$ cat src/rtl/queue_dispatcher_pkg.sv
// +----------------------------------------------------------------------+
// | queue_dispatcher_pkg : shared constants for the queue dispatcher      |
// | Rev 1.0 - initial release                                             |
// +----------------------------------------------------------------------+
`default_nettype none

`ifndef QD_SEL_BITS
`define QD_SEL_BITS(n) (((n) > 1) ? $clog2(n) : 1)
`endif

package queue_dispatcher_pkg;

  localparam logic [1:0] c_st_idle  = 2'd0;
  localparam logic [1:0] c_st_hold  = 2'd1;
  localparam logic [1:0] c_st_stall = 2'd2;

  typedef enum logic [1:0] {
    IDLE  = c_st_idle,
    HOLD  = c_st_hold,
    STALL = c_st_stall
  } qd_state_e;

  localparam int c_cnt_bits = 8;
  localparam logic [c_cnt_bits-1:0] c_cnt_max = {c_cnt_bits{1'b1}};

endpackage

`default_nettype wire

$ cat src/rtl/queue_dispatcher_decoder.sv
// +----------------------------------------------------------------------+
// | dispatch_decoder : destination index to one-hot push strobe           |
// | Rev 1.0 - initial release                                             |
// +----------------------------------------------------------------------+
`default_nettype none

module dispatch_decoder #(
  parameter int QUEUE_QUANTITY = 4,
  parameter int SEL_BITS       = 2
) (
  input  logic [SEL_BITS-1:0]       i_dest,
  input  logic                      i_valid,
  output logic [QUEUE_QUANTITY-1:0] o_onehot
);

  generate
    for (genvar i = 0; i < QUEUE_QUANTITY; i++) begin : g_onehot
      assign o_onehot[i] = i_valid && (i_dest == SEL_BITS'(i));
    end
  endgenerate

endmodule

`default_nettype wire

$ cat src/rtl/queue_dispatcher.sv
// +----------------------------------------------------------------------+
// | queue_dispatcher : one-word holding stage that routes words into      |
// | per-destination FIFOs. Optional push counters: DISPATCH_COUNT_EN.     |
// | Rev 1.0 - initial release                                             |
// +----------------------------------------------------------------------+
`default_nettype none

module queue_dispatcher
  import queue_dispatcher_pkg::*;
#(
  parameter int QUEUE_QUANTITY = 4,
  parameter int DATA_BITS      = 8
) (
  input  logic                      clk,
  input  logic                      rst,
  input  logic                      enb,
  input  logic [DATA_BITS-1:0]      data_in,
  input  logic                      data_in_valid,
  output logic                      data_in_ready,
  input  logic [QUEUE_QUANTITY-1:0] buf_full,
  input  logic [QUEUE_QUANTITY-1:0] almost_full,
  output logic [QUEUE_QUANTITY-1:0] push,
  output logic [DATA_BITS-1:0]      data_out,
  output logic                      pause
`ifdef DISPATCH_COUNT_EN
  ,
  output logic [QUEUE_QUANTITY*c_cnt_bits-1:0] push_count
`endif
);

  localparam int SEL_BITS = `QD_SEL_BITS(QUEUE_QUANTITY);

  qd_state_e                 state_q, state_d;
  logic [DATA_BITS-1:0]      hold_q, hold_d;
  logic [SEL_BITS-1:0]       dest_q, dest_d;
  logic [DATA_BITS-1:0]      data_out_q, data_out_d;
  logic [QUEUE_QUANTITY-1:0] push_q, push_d;
  logic                      pause_q, pause_d;

  logic                      w_target_full;
  logic                      w_ready;
  logic                      w_accept;
  logic                      w_do_push;
  logic [QUEUE_QUANTITY-1:0] w_push_onehot;

  // Only the held word's own queue can stall the stage.
  assign w_target_full = buf_full[dest_q];

  assign w_ready   = enb && !rst &&
                     ((state_q == IDLE) || ((state_q == HOLD) && !w_target_full));
  assign w_accept  = data_in_valid && w_ready;
  assign w_do_push = enb && ((state_q == HOLD) || (state_q == STALL)) && !w_target_full;

  dispatch_decoder #(
    .QUEUE_QUANTITY (QUEUE_QUANTITY),
    .SEL_BITS       (SEL_BITS)
  ) u_decoder (
    .i_dest   (dest_q),
    .i_valid  (w_do_push),
    .o_onehot (w_push_onehot)
  );

  always_comb begin
    state_d    = state_q;
    hold_d     = hold_q;
    dest_d     = dest_q;
    data_out_d = data_out_q;
    pause_d    = pause_q;
    push_d     = w_push_onehot;

    if (enb) begin
      pause_d = |almost_full;
      if (w_do_push) begin
        data_out_d = hold_q;
      end

      case (state_q)
        IDLE: begin
          if (w_accept) begin
            state_d = HOLD;
          end
        end
        HOLD: begin
          if (w_target_full) begin
            state_d = STALL;
          end else if (w_accept) begin
            state_d = HOLD;
          end else begin
            state_d = IDLE;
          end
        end
        // Input stays closed here; the drain edge leaves the stage empty.
        STALL: begin
          if (!w_target_full) begin
            state_d = IDLE;
          end
        end
        default: begin
          state_d = IDLE;
        end
      endcase

      if (w_accept) begin
        hold_d = data_in;
        dest_d = data_in[DATA_BITS-1 -: SEL_BITS];
      end
    end
  end

  always_ff @(posedge clk) begin
    if (rst) begin
      state_q    <= IDLE;
      hold_q     <= '0;
      dest_q     <= '0;
      data_out_q <= '0;
      push_q     <= '0;
      pause_q    <= 1'b0;
    end else begin
      state_q    <= state_d;
      hold_q     <= hold_d;
      dest_q     <= dest_d;
      data_out_q <= data_out_d;
      push_q     <= push_d;
      pause_q    <= pause_d;
    end
  end

  assign data_in_ready = w_ready;
  assign push          = push_q;
  assign data_out      = data_out_q;
  assign pause         = pause_q;

`ifdef DISPATCH_COUNT_EN
  logic [QUEUE_QUANTITY*c_cnt_bits-1:0] count_q, count_d;

  // Counted on the deciding edge so each slot moves together with its strobe.
  always_comb begin
    count_d = count_q;
    for (int i = 0; i < QUEUE_QUANTITY; i++) begin
      if (push_d[i] && (count_q[i*c_cnt_bits +: c_cnt_bits] != c_cnt_max)) begin
        count_d[i*c_cnt_bits +: c_cnt_bits] = count_q[i*c_cnt_bits +: c_cnt_bits] + 1'b1;
      end
    end
  end

  always_ff @(posedge clk) begin
    if (rst) begin
      count_q <= '0;
    end else begin
      count_q <= count_d;
    end
  end

  assign push_count = count_q;
`endif

endmodule

`default_nettype wire

$ cat config.mk
export PLATFORM = sky130hd
export DESIGN_NAME = queue_dispatcher
export DESIGN_NICKNAME = d
export VERILOG_FILES = /design/src/rtl/queue_dispatcher_pkg.sv /design/src/rtl/queue_dispatcher_decoder.sv /design/src/rtl/queue_dispatcher.sv
export SDC_FILE = /design/constraint.sdc
export NUM_CORES = 1
export LEC_CHECK = 0
export ABC_CLOCK_PERIOD_IN_PS = 3500
export BUFFER_PORTS_ARGS = -buffer_cell sky130_fd_sc_hd__buf_4
export CAP_MARGIN = 20
export CORE_MARGIN = 5
export CORE_UTILIZATION = 52
export DETAILED_ROUTE_END_ITERATION = 8
export PLACE_DENSITY = 0.86
export SLEW_MARGIN = 10
export SYNTH_ARGS = -nofsm -noshare
export SYNTH_HDL_FRONTEND = slang
export SYNTH_SLANG_ARGS = --single-unit
export TNS_END_PERCENT = 50
$ cat constraint.sdc
create_clock -name clk -period 3.5 [get_ports clk]
set_clock_uncertainty 0.1 [all_clocks]
set_input_delay 0.525 -clock clk [delete_from_list [all_inputs] [get_ports clk]]
set_output_delay 0.525 -clock clk [all_outputs]
set_load 0.01 [all_outputs]
* After elaboration in Yosys (flattened, before gate mapping)
Cells that the tools add are included. Widths: inputs -> output; s select.
Operators by class: order comparisons 1, reduce and logical (&&, ||, !) cells 20, muxes and demuxes 7, equal/unequal tests 7
Operators with widths (number):
- $logic_and 1x1->1 | 10
- $eq 2x2->1 const B | 3
- $mux 2 | 3
- $pmux 2 s3 | 1
- $eq 2x1->1 const B | 2
- $logic_not 2->1 | 2
- $ne 2x2->1 const B | 2
- $reduce_and 2->1 | 2
- $reduce_or 4->1 | 1
- $lt 2x3->1 const B | 1
- $reduce_and 3->1 | 1
- $bmux 1 s2 | 1
- $logic_not 1->1 | 2
- $logic_or 1x1->1 | 2
- $mux 1 | 2
Word-level totals: flip-flop bits (word level) 25, word-level logic and storage cells 41, output and inout port bits 14

* Depth between registers and ports, before layout
depth in word-level cells 10, mapped depth 7

* By module
From an unflattened synthesis, not the netlist that was laid out.
Unflattened totals: cell total of the unflattened synthesis 105, area total of the unflattened synthesis 1011.0 um^2
Modules (own cells, without submodules):
- queue_dispatcher | times used 1, cells each 101, area an instance 973.4 um^2
- dispatch_decoder | times used 1, cells each 4, area an instance 37.5 um^2

* Least setup slack after synthesis
Ideal clock, no wire load.
path type input-to-reg, from in buf_full[3], to reg data_out_q[7] (netlist: data_out[7]), data arrival time 1533 ps, stages on the path 5, data required time 3271 ps, setup slack 1738 ps, buffers on the path 1, library setup time 129 ps, cells stage by stage mux4_2 > nor2_2 > buf_6 > mux2i_1 > nor2_1
On the way: longest elaborated chain between the ends 5
RTL lines:
- start, declared | RTL line queue_dispatcher.sv:20 | input logic [QUEUE_QUANTITY-1:0] buf_full,
- $bmux 1 s2 | RTL line queue_dispatcher.sv:47 | assign w_target_full = buf_full[dest_q];
- $mux 1 (implied by the code) | RTL line queue_dispatcher.sv:47
- $logic_not 1->1
- $logic_and 1x1->1 | RTL line queue_dispatcher.sv:52 | assign w_do_push = enb && ((state_q == HOLD) || (state_q == STALL)) && !w_target_full;
- $reduce_and 2->1 (no line)
- end signal, assigned | RTL line queue_dispatcher.sv:122 | data_out_q <= data_out_d;
- end, declared | RTL line queue_dispatcher.sv:36 | logic [DATA_BITS-1:0] data_out_q, data_out_d;
Every way passes these cells. The select of a mux whose other input is x is not followed. A chain may end at the register's enable or synchronous reset.

==> results.cfg <==
[yosys]
synth_compound_area_share_pct = 5.466
synth-edff-count = 0
syn_inst = 92
synth.area.mux_share_pct = 21.12
synth_warnings = 0
synth.ff_latch_count = 23
syn_area_um2 = 1007
yosys-top-cells-area = dfxtp_1, mux2i_1, mux2_2, nor2b_1, nor2_1
synth.avg_cell_area_um2 = 10.95
synth_common_cells = dfxtp_1, nor2_1, mux2i_1
ys_seq_area_share_pct = 45.71
synth_top_family_by_area = multiplexers
synth_fa_ha_area_share_pct = 3.727
synth_cell_types = 28
synthArstFlopShare_pct = 0
synth_top_area_share_pct = 45.71
synthXorXnorAreaFrac_pct = 0
synth_fp_nets = 115
yosys.area.top_type = dfxtp_1
synth-simple-area-share_pct = 19.38
yosysMostFrequentCell = dfxtp_1
ys.flop_type = dfxtp_1

[global_route]
grt_max_degree = 26
grt_pass1_wl_um = 3174
first_global_vias = 765
grt_use_total_pct = 15.47
overflow = 0
antenna_found_initial = 0

[cts]
cts_buffers = 3
clkSinkCount = 23
tritoncts = done
cts_setup_buffers = 0
ctsResizeCount = 0
clk_latency_ns = 0.30
root_buffer = clkbuf_4
postCtsHoldBufs = 0
clk_pin_slew_ns = 0.12
clock_tree.buffer_depth = 2
cts_max_level = 1

[pwr]
power_density_nw_per_um2 = 353.6
ir_worst_vdd_mv = 0.2195
p_seq_share_pct = 61.2
p_leak_nw = 0.5440
p_int_mw = 0.3494
swShare_pct = 22.79
p_comb_share_pct = 12.8
p_switching_mw = 0.1031
p_clk_share_pct = 26.0
p_total_mw = 0.4526

[route]
vias = 754
first_iter_violations = 7
viasPerCell = 4.993
detail-route-antenna-nets = 0
firstDrtPassIters = 4
drcViolationCount = 0
routed_wl_um = 1946
routedWlPerCell_um = 12.89

[min_path]
min_path_type = in2reg

[final_layout]
multi_input_area_um2 = 500.5
fin_area_um2 = 1280
drive_gt1_share_pct = 41.13
antennaDiodeCount = 0
fin_util_pct = 67.30
fillerInstances = 168
nets = 148
seqCellArea_um2 = 460.4
syn2layout_area_growth_pct = 27.08

[sta]
whs_ns = 0.3114
tightest_slew_ns = 0.6086
hold_viol_final = 0
finalCritPeriodShare_pct = 61.84
setup_violations = 0
rsz0062_at_grt = false
setup_total_negative_slack_ns = 0
timing.max_slew.rel_slack_pct = 59.38
fin_crit_ns = 2.165
maxSlewViolCount = 0
fmax_ghz = 0.4620

[floorplan]
initial_utilization_pct = 52.96
die_y_um = 54.01
rows = 16
die_w_um = 54.01
die_area_um2 = 2917
core_area_um2 = 1902
ioPinCount = 34

[setup_path]
crit_chain = mux4_2 -> nor2_2 -> mux2i_1 -> nor2_1
critPathKind = reg2reg
arrival_ns = 2.26
slowest_delay_ns = 0.60
critPathRequiredTime_ns = 3.60
end_kind = register
cp_max_fo = 12
slowest_stage = mux4_2
cp-start-kind = register

[job]
drv_cap = 0

[placed_design]
portBuffers = 33
globalplace.congestion = 0.6728
hpwl_um = 1477
placed_area_um2 = 1254

[status]
status = completed
==> power groups by stage <==
stage	registers (mW)	logic (mW)	clock network, mW
2_1_floorplan	0.281	0.0352	0
3_3_place_gp	0.282	0.0562	0
3_5_place_dp	0.283	0.0583	0
4_1_cts	0.277	0.0586	0.124
5_1_grt	0.279	0.0638	0.136
6_report	0.277	0.0580	0.118
==> routing by layer <==
metal,wire length (um),vias up,global-route usage (%)
li1,-,385,-
met5,0,-,0
met4,43,0,8.714
met3,148,5,4.155
met2,935,25,26.21
met1,819,339,17.37
==> path summary, 6_finish.rpt <==
kind | from | endpoint | slack (ns) | cells past startpoint
max reg2reg | hold_q[6] | data_out[6] | 1.34 | 4
min reg2reg | pause | pause | 0.41 | 2
min | enb | pause | 0.31 | 2
max | hold_q[6] | data_out[6] | 1.34 | 4
==> cells by family after synthesis <==
family / count (synthesis)
AOI/OAI and AO/OA: 7
adders and majority gates: 3
buffers and inverters: 8
DFF: 23
muxes: 19
and+or+nand+nor: 32
==> cells in the final DEF (no fill, tap or decap) <==
cell type  instances
clkbuf_4           3
o21ai_0            1
nand3_1            1
nor4_1             1
buf_4             33
mux2i_1           10
and4b_1            1
nand3b_1           1
inv_1              3
o31ai_1            1
a21bo_2            1
nor2_2             1
nand4_1            1
ha_1               3
mux4_2             1
dfxtp_1           23
clkbuf_1           1
mux2_2             8
nor2b_1            9
o32ai_1            1
nand2_1            2
a31o_2             1
a21boi_0           1
and4bb_2           2
nor4b_2            1
a211oi_1           1
nor2_1            11
nand4b_1           1
==> through the flow <==
stage	std cells	worst slack, ns
floorplan	92	1.738
global placement	147	1.322
detailed placement	147	1.284
CTS	151	1.308
global route	151	1.172
finish	151	1.335
==> worst max-delay path: cells and delay by family (launching register included) <==
family	cells	cell delay (ns)
flip-flops	1	0.53
multiplexers	2	0.86
AND/OR/NAND/NOR	2	0.58
==> flip-flops by register name, summed over array words and instances, names as in the netlist <==
name / cells
hold_q: 8
state_q: 2
pause: 1
push: 4
data_out: 8
==> layout make-up <==
class / count / area share, %
multi-input cells: 61 / 39.10
flip-flops and latches: 23 / 35.97
repair buffers: 33 / 19.35
well taps: 27 / 2.639
clock buffers: 4 / 2.053
inverters: 3 / 0.8798
(Power assumes the default switching activity.)
